--- src/rtl/vga_sprite_fetch.sv ---
// Per-scanline row fetcher for a 16x16 2-bpp sprite: tracks the vertical position,
// fetches the next line's row word during blanking and commits it at end of line.
module vga_sprite_fetch #(
  parameter int unsigned FETCH_H = 640,
  parameter int unsigned LOAD_H  = 799,
  parameter int unsigned V_TOTAL = 525
) (
  input  logic        clk,
  input  logic        reset,
  input  logic [9:0]  h_counter,
  input  logic [9:0]  v_counter,
  input  logic [9:0]  sprite_y,
  input  logic [5:0]  sprite_pixel_size,
  input  logic [3:0]  sprite_base,
  output logic        mem_req,
  output logic [7:0]  mem_addr,
  input  logic        mem_ack,
  input  logic [31:0] mem_data,
  output logic [31:0] sprite_pixels,
  output logic        row_active,
  output logic        fetch_miss
);

  localparam logic [9:0] FETCH_HC = 10'(FETCH_H);
  localparam logic [9:0] LOAD_HC  = 10'(LOAD_H);
  localparam logic [9:0] V_LAST   = 10'(V_TOTAL - 1);

  typedef enum logic [1:0] {IDLE, REQ, DONE} state_t;

  state_t      state_q, state_d;
  logic        v_active_q, v_active_d;
  logic [3:0]  row_q, row_d;
  logic [5:0]  size_count_q, size_count_d;
  logic        mem_req_q, mem_req_d;
  logic [7:0]  mem_addr_q, mem_addr_d;
  logic [31:0] shadow_q, shadow_d;
  logic [31:0] sprite_pixels_q, sprite_pixels_d;
  logic        row_active_q, row_active_d;
  logic        fetch_miss_q, fetch_miss_d;

  logic        at_fetch, at_load;
  logic [9:0]  next_v;

  assign at_fetch = (h_counter == FETCH_HC);
  assign at_load  = (h_counter == LOAD_HC);
  assign next_v   = (v_counter == V_LAST) ? 10'd0 : v_counter + 10'd1;

  always_comb begin
    v_active_d   = v_active_q;
    row_d        = row_q;
    size_count_d = size_count_q;
    // Decision is made for the line that follows, so a sprite_y match restarts it
    if (at_fetch) begin
      if (next_v == sprite_y) begin
        v_active_d   = 1'b1;
        row_d        = 4'd0;
        size_count_d = 6'd0;
      end else if (v_active_q && (size_count_q == sprite_pixel_size)) begin
        size_count_d = 6'd0;
        if (row_q == 4'd15) v_active_d = 1'b0;
        else                row_d      = row_q + 4'd1;
      end else if (v_active_q) begin
        size_count_d = size_count_q + 6'd1;
      end
    end
  end

  always_comb begin
    state_d         = state_q;
    mem_req_d       = mem_req_q;
    mem_addr_d      = mem_addr_q;
    shadow_d        = shadow_q;
    fetch_miss_d    = 1'b0;
    sprite_pixels_d = sprite_pixels_q;
    row_active_d    = row_active_q;

    if (at_load) begin
      sprite_pixels_d = (state_q == DONE) ? shadow_q : 32'd0;
      row_active_d    = v_active_q && (state_q == DONE);
    end

    case (state_q)
      IDLE: begin
        if (at_fetch) begin
          shadow_d = 32'd0;
          if (v_active_d) begin
            state_d    = REQ;
            mem_req_d  = 1'b1;
            mem_addr_d = {sprite_base, row_d};
          end
        end
      end
      REQ: begin
        // The deadline wins over an ack arriving on the same cycle
        if (at_load) begin
          state_d      = IDLE;
          mem_req_d    = 1'b0;
          shadow_d     = 32'd0;
          fetch_miss_d = 1'b1;
        end else if (mem_ack) begin
          state_d   = DONE;
          mem_req_d = 1'b0;
          shadow_d  = mem_data;
        end
      end
      DONE: begin
        if (at_load) state_d = IDLE;
      end
      default: begin
        state_d   = IDLE;
        mem_req_d = 1'b0;
      end
    endcase
  end

  always_ff @(posedge clk) begin
    if (!reset) begin
      state_q         <= IDLE;
      v_active_q      <= 1'b0;
      row_q           <= 4'd0;
      size_count_q    <= 6'd0;
      mem_req_q       <= 1'b0;
      mem_addr_q      <= 8'd0;
      shadow_q        <= 32'd0;
      sprite_pixels_q <= 32'd0;
      row_active_q    <= 1'b0;
      fetch_miss_q    <= 1'b0;
    end else begin
      state_q         <= state_d;
      v_active_q      <= v_active_d;
      row_q           <= row_d;
      size_count_q    <= size_count_d;
      mem_req_q       <= mem_req_d;
      mem_addr_q      <= mem_addr_d;
      shadow_q        <= shadow_d;
      sprite_pixels_q <= sprite_pixels_d;
      row_active_q    <= row_active_d;
      fetch_miss_q    <= fetch_miss_d;
    end
  end

  assign mem_req       = mem_req_q;
  assign mem_addr      = mem_addr_q;
  assign sprite_pixels = sprite_pixels_q;
  assign row_active    = row_active_q;
  assign fetch_miss    = fetch_miss_q;

endmodule
--- config.mk ---
export PLATFORM = sky130hd
export DESIGN_NAME = vga_sprite_fetch
export DESIGN_NICKNAME = d
export VERILOG_FILES = /design/src/rtl/vga_sprite_fetch.sv
export SDC_FILE = /design/constraint.sdc
export NUM_CORES = 1
export LEC_CHECK = 0
export ABC_AREA = 1
export CELL_PAD_IN_SITES_DETAIL_PLACEMENT = 2
export CELL_PAD_IN_SITES_GLOBAL_PLACEMENT = 2
export CORE_MARGIN = 4
export CORE_UTILIZATION = 26
export DETAILED_ROUTE_END_ITERATION = 12
export PLACE_DENSITY_LB_ADDON = 0.1
export SLEW_MARGIN = 20
export SYNTH_ARGS = -nofsm -noshare
export SYNTH_HDL_FRONTEND = slang
export SYNTH_SLANG_ARGS = --single-unit
export TNS_END_PERCENT = 20
--- constraint.sdc ---
create_clock -name clk -period 2.3 [get_ports clk]
set_input_delay 0.46 -clock clk [delete_from_list [all_inputs] [get_ports clk]]
set_output_delay 0.46 -clock clk [all_outputs]
set_load 0.02 [all_outputs]
; ---- Yosys cells after proc, flatten, opt, wreduce, memory -nomap -nowiden
; Cells that the tools add are included.
[word_totals]
input_bits = 75
word_cells = 66
register_bits = 88
out_inout_bits = 43
[classes]
eq_ne = 12
n_reduce_logical = 11
n_bitwise = 1
muxes = 29
n_addsub = 3
[op_table]
columns = op, count
row1 = 32-bit 2-to-1 mux, 4
row2 = 32-bit case mux with 2 select lines, 1
row3 = "10-bit == test, second input constant", 3
row4 = 6-bit 2-to-1 mux, 3
row5 = 4-bit 2-to-1 mux, 4
row6 = "10-bit by 1-bit adder with 10-bit output, second input constant", 1
row7 = 10-bit == test, 1
row8 = 10-bit 2-to-1 mux, 1
row9 = 2-bit 2-to-1 mux, 5
row10 = 1-bit 2-to-1 mux, 9
row11 = 4-bit AND reduction, 2
row12 = "6-bit by 1-bit adder with 6-bit output, second input constant", 1
row13 = 6-bit == test, 1
row14 = "2-bit inequality test, second input constant", 3
row15 = 2-bit case mux with 3 select lines, 1
row16 = 3-bit AND reduction, 2
row17 = "4-bit by 1-bit adder with 4-bit output, second input constant", 1
row18 = "4-bit == test, second input constant", 1
row19 = 2-bit AND reduction, 2
row20 = "3-bit inequality test, second input constant", 1
row21 = 1-bit case mux with 3 select lines, 1
row22 = 3-bit nonzero test, 1
row23 = "2-bit by 1-bit == test with 1-bit output, second input constant", 1
row24 = "2-bit == test, second input constant", 1
row25 = other kinds (4), 5

; ---- Logic depth before layout (Yosys ltp)
[depth]
word_depth = 8
depth_mapped = 18
ltp_nobuf = 18

; ---- Worst setup path before layout
; No wires, ideal clock.
[synth_path]
path_type = input port to flip-flop
startpoint = input port v_counter[0]
endpoint = register mem_addr_q[1] (netlist: mem_addr[1])
arrival_time_ps = 1981
path_buffers = 1
required_time_ps = 2185
setup_ps = 115
path_stages = 16
path_slack_ps = 204
path_cell_list = inv_1 -> ha_1 -> nand2_1 -> nor2_1 -> nand3_1 -> buf_6 -> nand2_1 -> nand2_1 -> nand2_2 -> nor2_2 -> nand3_2 -> nor2_4 -> nand2_4 -> nand2_4 -> nand2_4 -> o21a_1
[synth_between]
elab_chain_len = 6
word_cells_on_any_way = 9
classes_between = 1 x add/sub / 2 x eq/ne / 5 x mux / 1 x reduce/logical
[synth_rtl]
columns = element, line
row1 = start: declaration, 11  ; input logic [9:0] v_counter,
row2 = 10-bit by 1-bit adder with 10-bit output / 10-bit == test (equally long branches), 46  ; assign next_v = (v_counter == V_LAST) ? 10'd0 : v_counter + 10'd1;
row3 = 10-bit 2-to-1 mux *, 46
row4 = 10-bit == test *, 54  ; if (next_v == sprite_y) begin
row5 = 1-bit 2-to-1 mux, 54
row6 = 1-bit 2-to-1 mux, 53  ; if (at_fetch) begin
row7 = 3-bit AND reduction (no source line), -
row8 = end signal: assignment, 134  ; mem_addr_q <= mem_addr_d;
row9 = end: declaration, 35  ; logic [7:0] mem_addr_q, mem_addr_d;
; Every way passes the cells marked *; elsewhere a longest branch is shown, timed or not.
; A chain may end at the register's enable or synchronous reset.

; ---- Worst setup path in the final report
[layout_path]
startpoint = input port h_counter[9]
endpoint = register mem_addr_q[4] (netlist: mem_addr[4])
[layout_between]
elab_chain_len = 3
[layout_rtl]
columns = element, line
row1 = start: declaration, 10  ; input logic [9:0] h_counter,
row2 = 10-bit == test *, 44  ; assign at_fetch = (h_counter == FETCH_HC);
row3 = 1-bit 2-to-1 mux, 53
row4 = 3-bit AND reduction (no source line) *, -
; Marked as above.

==> summary.txt <==
Outcome
  – Status: completed

Detailed routing
  – DRC Markers: 0
  – Vias: 4647
  – Drt initial violations: 117
  – Drt via density: 4.81
  – Antenna-violating nets left: 0
  – Routed len/inst: 16.8 µm
  – Post-Route WL: 16200 µm
  – Pre-Repair DR Iteration Count: 4

Final layout
  – # diodes: 0
  – Area grow syn2layout: 53.7%
  – Fin nets: about 830
  – FILL cells: 1823
  – Final non-filler cell total: 967
  – Layout cells sized above 1: around 17%

Timing
  – Setup Skew: ~0.0071 ns
  – Minimum clock period: 2.19 ns
  – Final Hold Fails: 0
  – Slew HR: 68.7%
  – Post-route setup TNS: 0 ns
  – Least-Margin Pin Slew: 0.470 ns
  – Worst hold-check slack: 0.403 ns
  – Setup slack after layout: 0.106 ns
  – RSZ-0062 raised after global routing: true
  – Final setup violation count: 0
  – Pins over their slew limit: 0
  – Fin crit share: between 90% and 100%
  – F_max: 0.456 GHz

Logic synthesis
  – Number of enable flip-flop cells after synthesis: 0
  – Post-synth top flop: dfxtp_1
  – Async SR Flop Fraction: 0%
  – Synth top area share: 42.2%
  – Synthesized area: 4170 µm²
  – Top cells by area, synth: dfxtp_1 (42%), nand2_1 (13%), nand3_1 (10%)
  – Post-Syn Instances: 597
  – Synth area leader: dfxtp_1
  – Yosys Warn Count: 0
  – Synth Register Bits: 88
  – Synth unique cells: 39
  – Sequential area share after synthesis: 42.2%
  – Syn nets: 676
  – Most numerous cell in the Yosys netlist: nand2_1
  – Syn_area_per_cell: ~7.0 µm²
  – Post-synth top cells: nand2_1 (142), dfxtp_1 (88), nand3_1 (87)

Global routing
  – Grt ovf: 0
  – Initial antenna violation count: 0
  – GRT Overall Usage: 17.9%
  – Vias in the first global route: 5160
  – GRT met2 Usage: 34.4%
  – Met1 usage: 20.0%
  – Met3 Usage GRT: 4.28%
  – Global route hottest layer: met2
  – First-pass GRT wire length: 26100 µm
  – Largest net degree at the start of global routing: 39

Clock tree
  – Clock Sink Count: 88
  – Post-CTS Hold Fix Bufs: 0
  – CTS buffer count: 9
  – TritonCTS clock tree: done
  – Root buffer cell: clkbuf_16
  – Worst-path clk slew: 0.07 ns
  – Htree depth: 3
  – Worst-Skew Late Latency: between 0.3 and 0.4 ns
  – Max Buffers Root-to-Sink: 2

Setup path
  – CP Cell Sequence: clkdlybuf4s50_1, inv_2, nor2_4, inv_1, nor2_1, nand4_1, buf_4, o31ai_4, buf_6, nand2_8, buf_4, a21oi_1, nor2_1
  – CP max stage delay: 0.47 ns
  – Worst path slowest cell: clkdlybuf4s50_1
  – Worst path arrival time: about 2.4 ns
  – Setup CP Type: in2reg
  – Worst path required time: ~2.5 ns
  – Startpoint Class: primary input
  – Buf/Inv on CP: 6
  – Max FO, Critical Path: 6
  – Kind of cell adding the most delay to the critical path: buffers and inverters
  – Type of element capturing the critical path: register

Placement
  – Placer congestion estimate: 0.780
  – # placed instances: around 950
  – Worst slack, placed: -0.648 ns
  – PortBufs: 117
  – Dpl hpwl: 11800 µm

Floorplan
  – # rows: 46
  – Initial core utilization: 26.4%
  – Die Width: 135 µm
  – Core footprint: 15800 µm²
  – Die Area: 18100 µm²
  – Ports: roughly 120
  – Die height: 135 µm

Power and ir drop
  – Power, Total: around 0.0034 W
  – VDD IR max: around 0.44 mV
  – Leak: approximately 2.5 nW
  – Power per cell area: 530 nW/µm²

Run
  – Max_cap viols: 0

Min path
  – Class of the worst hold path: in2reg
==> routing by layer <==
metal | up-vias | share of wire, % | routed length (µm)
met5 | - | 0 | 0
met4 | 0 | 1.0 | 170
met3 | 16 | 3.6 | 589
met2 | 71 | 54 | 8770
met1 | 2277 | 41 | 6690
li1 | 2283 | - | -
==> sequential cells by signal, indices dropped and copies added, names as in the netlist <==
name	count
shadow_q	32
sprite_pixels	32
mem_addr	8
size_count_q	6
row_q	4
state_q	2
fetch_miss	1
mem_req	1
row_active	1
v_active_q	1
==> timing repair <==
action | CTS | global route
setup buffers | 0 | 3
endpoints found under the setup margin | 21 | 53
hold endpoints to repair | 0 | 0
resized for setup | 20 | 44
pin swaps | 2 | 15
cloned | 0 | 2
==> final timing paths <==
check,slack [ns],depth (start not counted),start,end
setup / recovery,0.11,13,h_counter[9],mem_addr[4]
setup reg to reg,0.31,12,size_count_q[0],mem_addr[4]
hold / removal,0.40,2,reset,row_q[2]
hold reg to reg,0.47,2,shadow_q[21],shadow_q[21]
==> area by class of cell <==
class	count	area, µm²	area share, %
Clock buffer	11	253	3.94
Clock inverter	5	61.3	0.956
Inverter	44	165	2.58
Multi-Input combinational cell	436	2300	36.0
Sequential cell	88	1760	27.5
Tap cell	216	270	4.22
Timing Repair Buffer	167	1590	24.9
==> report_power, final <==
group	switching, W	total (W)	internal (W)
logic	0.000150	0.000324	0.000174
clock network	0.000638	0.00155	0.000910
registers	0.000000000517	0.00152	0.00152
==> placed cells by master (no fill, tap or decap), drive strengths merged <==
master / instances
o21bai: 1
or2: 4
o21a: 1
or4: 1
clkdlybuf4s50: 106
nor2: 50
o21ai: 43
dfxtp: 88
a21o: 1
nand2: 146
and2: 1
nand4: 11
ha: 4
bufinv: 1
nor3b: 3
o31ai: 1
xor2: 4
a211oi: 1
dlymetal6s2s: 3
a21oi: 54
inv: 46
o22ai: 1
buf: 50
clkbuf: 14
clkinv: 2
o211ai: 2
clkdlybuf4s15: 1
nor4: 1
nand3b: 7
nand3: 90
or3: 1
dlygate4sd2: 4
nor3: 8
==> per-stage QoR <==
step	util (%)	instance area, µm²
floorplan	-	4170
global placement	37.1	5870
detailed placement	37.1	5870
CTS	39.2	6210
global route	40.5	6410
finish	40.5	6410
==> logic make-up after synthesis <==
kind of cell / Yosys count / share of synthesized area (%)
buffers and inverters: 73 / 6.84
and+or+nand+nor: 323 / 35.8
DFF: 88 / 42.2
adders and majority gates: 4 / 1.20
AOI/OAI and AO/OA: 105 / 13.1
xor gates and xnor gates: 4 / 0.840
Power figures use the tool's default switching activity.
